<file path="config.mk">
export PLATFORM = sky130hd
export DESIGN_NAME = pipe_hazard_ctrl
export DESIGN_NICKNAME = d
export VERILOG_FILES = /design/src/rtl/pipe_ctrl_pkg.sv /design/src/rtl/fwd_sel_unit.sv /design/src/rtl/pipe_hazard_ctrl.sv
export SDC_FILE = /design/constraint.sdc
export NUM_CORES = 1
export LEC_CHECK = 0
export CAP_MARGIN = 5
export CORE_ASPECT_RATIO = 0.9
export CORE_MARGIN = 3
export CORE_UTILIZATION = 25
export CTS_BUF_LIST = sky130_fd_sc_hd__clkbuf_16
export CTS_CLUSTER_DIAMETER = 60
export DETAILED_ROUTE_END_ITERATION = 10
export MAX_ROUTING_LAYER = met4
export PLACE_DENSITY = 0.61
export SYNTH_ARGS = -nofsm -noshare
export SYNTH_HDL_FRONTEND = slang
export SYNTH_HIERARCHICAL = 1
export SYNTH_SLANG_ARGS = --single-unit
</file>
<file path="constraint.sdc">
create_clock -name clk -period 2.3 [get_ports clk]
set_input_delay 0.69 -clock clk [delete_from_list [all_inputs] [get_ports clk]]
set_output_delay 0.69 -clock clk [all_outputs]
set_load 0.03 [all_outputs]
</file>
<file path="src/rtl/pipe_ctrl_pkg.sv">
// Shared types and constants for the pipeline hazard / memory-wait controller.
package pipe_ctrl_pkg;

    localparam int REG_ADDR_W = 3;

    localparam logic [1:0] FWD_REG = 2'b00;
    localparam logic [1:0] FWD_ALU = 2'b01;
    localparam logic [1:0] FWD_RAM = 2'b10;

    typedef enum logic [1:0] {
        RUN      = 2'd0,
        MEM_WAIT = 2'd1,
        FAULT    = 2'd2
    } state_e;

endpackage

</file>
<file path="src/rtl/fwd_sel_unit.sv">
// Execute-stage operand forwarding select for one operand, taken from the Writeback-side register.
module fwd_sel_unit
#(
    parameter int ADDR_W = pipe_ctrl_pkg::REG_ADDR_W
)
(
    input  logic [ADDR_W-1:0] ex_addr_i,
    input  logic              wb_wb_en_i,
    input  logic              wb_mem_re_i,
    input  logic [ADDR_W-1:0] wb_dest_addr_i,
    output logic [1:0]        sel_o
);
    import pipe_ctrl_pkg::*;

    always_comb begin
        sel_o = FWD_REG;
        if (wb_wb_en_i && (wb_dest_addr_i == ex_addr_i)) begin
            sel_o = wb_mem_re_i ? FWD_RAM : FWD_ALU;
        end
    end

endmodule

</file>
<file path="src/rtl/pipe_hazard_ctrl.sv">
// Load-use bubble insertion, RAM-wait freeze with timeout fault, forwarding selects and stall counter.
// All control outputs are combinational from current inputs and state; only state/counters are registered.
module pipe_hazard_ctrl
#(
    parameter int REG_ADDR_W  = pipe_ctrl_pkg::REG_ADDR_W,
    parameter int MEM_TIMEOUT = 8,
    parameter int STAT_W      = 8
)
(
    input  logic                  clk,
    input  logic                  reset,
    input  logic [REG_ADDR_W-1:0] id_rs_addr,
    input  logic [REG_ADDR_W-1:0] id_rt_addr,
    input  logic                  id_uses_rs,
    input  logic                  id_uses_rt,
    input  logic [REG_ADDR_W-1:0] ex_rs_addr,
    input  logic [REG_ADDR_W-1:0] ex_rt_addr,
    input  logic                  ex_mem_re,
    input  logic                  ex_mem_we,
    input  logic                  ex_wb_en,
    input  logic [REG_ADDR_W-1:0] ex_dest_addr,
    input  logic                  wb_wb_en,
    input  logic                  wb_mem_re,
    input  logic [REG_ADDR_W-1:0] wb_dest_addr,
    input  logic                  ram_ready,
    input  logic                  stat_clr,
    output logic                  pc_en,
    output logic                  ifid_en,
    output logic                  idex_en,
    output logic                  idex_bubble,
    output logic                  stall,
    output logic                  ram_req,
    output logic [1:0]            fwd_a_sel,
    output logic [1:0]            fwd_b_sel,
    output logic                  fault,
    output logic [STAT_W-1:0]     stall_count
);
    import pipe_ctrl_pkg::*;

    localparam int WAIT_W = (MEM_TIMEOUT > 2) ? $clog2(MEM_TIMEOUT) : 1;
    localparam logic [WAIT_W-1:0] WAIT_LAST = WAIT_W'(MEM_TIMEOUT - 1);

    state_e            state_q, state_d;
    logic [WAIT_W-1:0] wait_cnt_q, wait_cnt_d;
    logic [STAT_W-1:0] stall_cnt_q, stall_cnt_d;

    logic mem_acc, req, freeze, rs_hit, rt_hit, lu, adv, wb_en_live;

    assign mem_acc = ex_mem_re | ex_mem_we;
    assign req     = ((state_q == RUN) && mem_acc) || (state_q == MEM_WAIT);
    assign freeze  = (req && !ram_ready) || (state_q == FAULT);

    assign rs_hit = id_uses_rs && (id_rs_addr == ex_dest_addr);
    assign rt_hit = id_uses_rt && (id_rt_addr == ex_dest_addr);
    // A load that is itself still waiting on RAM freezes instead of bubbling.
    assign lu     = (state_q == RUN) && (!mem_acc || ram_ready)
                 && ex_mem_re && ex_wb_en && (rs_hit || rt_hit);
    assign adv    = !(freeze || lu);

    assign pc_en       = !reset && adv;
    assign ifid_en     = !reset && adv;
    assign idex_en     = !reset && !freeze;
    assign idex_bubble = !reset && lu && !freeze;
    assign stall       = !reset && freeze;
    assign ram_req     = !reset && req;
    assign fault       = !reset && (state_q == FAULT);
    assign stall_count = stall_cnt_q;

    assign wb_en_live = wb_wb_en && !reset;

    fwd_sel_unit #(.ADDR_W(REG_ADDR_W)) u_fwd_a (
        .ex_addr_i      (ex_rs_addr),
        .wb_wb_en_i     (wb_en_live),
        .wb_mem_re_i    (wb_mem_re),
        .wb_dest_addr_i (wb_dest_addr),
        .sel_o          (fwd_a_sel)
    );

    fwd_sel_unit #(.ADDR_W(REG_ADDR_W)) u_fwd_b (
        .ex_addr_i      (ex_rt_addr),
        .wb_wb_en_i     (wb_en_live),
        .wb_mem_re_i    (wb_mem_re),
        .wb_dest_addr_i (wb_dest_addr),
        .sel_o          (fwd_b_sel)
    );

    always_comb begin
        state_d    = state_q;
        wait_cnt_d = wait_cnt_q;
        case (state_q)
            RUN: begin
                if (mem_acc && !ram_ready) begin
                    state_d    = MEM_WAIT;
                    wait_cnt_d = WAIT_W'(1);
                end
            end
            MEM_WAIT: begin
                if (ram_ready) begin
                    state_d    = RUN;
                    wait_cnt_d = '0;
                end else if (wait_cnt_q == WAIT_LAST) begin
                    state_d = FAULT;
                end else begin
                    wait_cnt_d = wait_cnt_q + WAIT_W'(1);
                end
            end
            default: state_d = FAULT;
        endcase
    end

    always_comb begin
        stall_cnt_d = stall_cnt_q;
        if (stat_clr) begin
            stall_cnt_d = '0;
        end else if (!adv && !(&stall_cnt_q)) begin
            stall_cnt_d = stall_cnt_q + STAT_W'(1);
        end
    end

    always_ff @(posedge clk or posedge reset) begin
        if (reset) begin
            state_q     <= RUN;
            wait_cnt_q  <= '0;
            stall_cnt_q <= '0;
        end else begin
            state_q     <= state_d;
            wait_cnt_q  <= wait_cnt_d;
            stall_cnt_q <= stall_cnt_d;
        end
    end

endmodule

</file>
==> key figures <==
Clock tree
  – Clock buffer depth: 2
  – Htree depth: 1
  – Hold-fix buffers, CTS: 0
  – Clk_lat worst skew: approximately 0.24 ns
  – Reg clk slew, reported paths: ~0.04 ns
  – Num CTS Buffers: 3
  – Root buf cell: clkbuf_16
  – CTS Sinks: 13
  – CTS tree: built

STA
  – Final setup viols: 3
  – Setup TNS: -0.0878 ns
  – Final Skew: 0.00267 ns
  – FMAX: 428 MHz
  – Tcrit/Tclk final: 102%
  – Final min period: ~2.3 ns
  – Worst-margin pin slew: 0.447 ns
  – Unrepaired setup endpoints after global routing: true
  – Max Transition Viols Final: 0
  – Fin. Hold Viols: 0
  – Slew Limit Headroom: a little over two thirds
  – Setup ws final: -0.0347 ns

Cells and area
  – Nets@finish: roughly 210
  – Post-layout util: 49.4%
  – Syn-to-layout area delta: 87.6%
  – Diodes inserted: 0
  – Ratio of cells with drive above 1 in the final layout: roughly 48%

Min path
  – Hold path start: wait_cnt_q[0]$_DFFE_PP0P_
  – HP Class: reg2reg

Yosys
  – EDFF count, synth: 0
  – Post-Syn Area: roughly 990 um2
  – Mux cell area share after synthesis: ~5.6%
  – Main combinational cell family by area after synthesis: simple AND/OR/NAND/NOR gates
  – Most frequent cell after synthesis: dfrtp_1
  – Post-Synth Adder-Cell Area: 3.79%
  – Seq/Total Area, Yosys: 32.9%
  – Post-Syn Instances: 108
  – Post-Synth XOR/XNOR Area: between 10% and 20%
  – Share of the synthesized area in the top cell type: 32.9%
  – Synth Flop Type: dfrtp_1
  – Post-Syn Nets: 140
  – Post-synth ARST share: 100%
  – Syn Area/Cell: between 9 and 10 um2
  – Complex-gate fraction of the synthesized area: approximately 14%
  – Most frequent cells after synthesis: dfrtp_1, nor2_1, xnor2_1
  – Post-synthesis cell type count: 31
  – Ys Warns: 6
  – #FFs+latches synth: 13
  – Area contributors post-synth: dfrtp_1, xnor2_1, xor2_1
  – Area leader, netlist: dfrtp_1
  – Post-synthesis simple-gate area fraction: between 20% and 30%

Pwr
  – IR drop worst, VDD: ~0.21 mV
  – LEAKAGE: a little over 0.8 nW
  – Pwr per Cell Area: between 400 and 500 mW/mm2
  – Power consumption: 844 uW

Floorplanning
  – Die height: 65.7 um
  – Starting Density: approximately a quarter
  – Site Rows: 21
  – Die X: a little over 70 um
  – Full die area: approximately 0.0048 mm2
  – Num ports: between 40 and 50
  – Core area: 0.00376 mm2

Route
  – Via/cell ratio: 4.81
  – Number of remaining DRC errors: 0
  – DR iter-0 viols: 74
  – Via count: ~1100
  – Routed len/inst: between 10 and 15 um
  – Length of the first detailed-routing pass in iterations: 4
  – Final WL: 3120 um
  – DRT antenna net count: 0

Setup path
  – RR Startpoint: state_q[0]$_DFFE_PP0P_
  – Type of origin of the critical path: input port
  – Required @ worst endpoint: approximately 1.6 ns
  – Critical Path Sink Type: primary output
  – CP arrival: 1.64 ns
  – Crit path from: ex_mem_re
  – CP Class: in2out
  – Crit path max fanout: 2

Run status
  – Status: complete, but fails checks
  – Failing checks: setup timing

Placed design
  – DP Wirelength: ~2400 um
  – RD Place Congestion: ~0.8
  – I/O Buffers: 47

Global route
  – Vias in the first global route: roughly 1100
  – First-pass GRT wire length: between 5000 and 6000 um
  – Initial antenna violation count: 0
  – Gr usage total: 14.4%
  – Largest net degree at the start of global routing: 14
  – Overflow after GRT: 0

Run
  – Max_cap viols: 0
[worst paths after layout]
kind	end	slack (ns)	cells past startpoint
worst max-delay path	pc_en	-0.03	8
worst min-delay path	wait_cnt_q[0]$_DFFE_PP0P_	0.53	1
worst max register to register	stall_count[0]$_DFFE_PP0P_	0.21	7
worst min register to register	wait_cnt_q[0]$_DFFE_PP0P_	0.53	1
max in group asynchronous	stall_count[6]$_DFFE_PP0P_	1.49	4
min in group asynchronous	stall_count[1]$_DFFE_PP0P_	0.65	4
[power breakdown]
group,internal (mW),total (mW),switching (mW)
logic,0.134,0.270,0.136
clock network,0.229,0.322,0.0929
registers,0.240,0.252,0.0124
total,0.603,0.844,0.241
[timing repair]
action / CTS / global route
pin swaps: 25 / 14
setup buffers: 5 / 1
setup endpoints to repair: 18 / 13
gates resized for setup: 100 / 19
cloned: 0 / 0
[stage by stage]
| stage | instance area, um2 | std cells | setup slack (ns) | hold slack, ns |
|---|---|---|---|---|
| after detailed placement | 1650 | 216 | -0.679 | 0.527 |
| after floorplan | 1030 | 108 | -0.158 | 0.505 |
| after CTS | 1860 | 225 | -0.132 | 0.537 |
| final | 1860 | 226 | -0.0347 | 0.534 |
| after global placement | 1650 | 216 | -0.635 | 0.534 |
| after global routing | 1860 | 226 | -0.0739 | 0.557 |
[cell usage in the layout (no fill, tap or decap), drive strengths merged, types with 2 or more instances in the layout]
cell / n
a21oi: 4
a41o: 2
and2: 2
and4: 2
buf: 50
clkbuf: 8
clkdlybuf4s50: 9
dfrtp: 13
dlygate4sd2: 5
ha: 3
inv: 6
mux2: 4
nand2: 6
nand2b: 5
nand3: 4
nor2: 9
nor2b: 6
nor3: 5
nor4: 7
o21ai: 4
o31ai: 4
or4: 3
xnor2: 7
xor2: 6
[layout make-up]
class,instances,area [um2]
Clock inverter,1,3.75
Fill cell,362,1900
Sequential cell,13,325
Inverter,5,18.8
Multi-Input combinational cell,88,826
Clock buffer,3,75.1
Timing Repair Buffer,70,551
Tap cell,46,57.6
[registers in the layout (all words and copies together), names as in the netlist]
name         count
state_q          2
stall_count      8
wait_cnt_q       3
[cells by family (layout without fill, tap and decap cells)]
logic type                 count (synthesis)  in the layout
AOI/OAI and AO/OA                         17             17
xor gates and xnor gates                  13             13
adders and majority gates                  3              3
buffers and inverters                      7             79
DFF                                       13             13
muxes                                      5              5
and+or+nand+nor                           50             50
[metal layers]
| metal | track usage [%] | vias to the layer above | routed length [um] |
|---|---|---|---|
| met5 | - | - | 0 |
| met4 | 6.34 | 0 | 57 |
| met3 | 2.29 | 4 | 158 |
| met2 | 23.4 | 47 | 1520 |
| met1 | 17.6 | 505 | 1390 |
| li1 | - | 530 | - |
[critical path: stages]
cell,delay [ns]
buf_6,0.09
buf_6,0.11
nor3_4,0.18
o31ai_4,0.09
buf_6,0.13
nor2_4,0.07
and2_4,0.15
buf_6,0.12
Power figures use the tool's default switching activity.
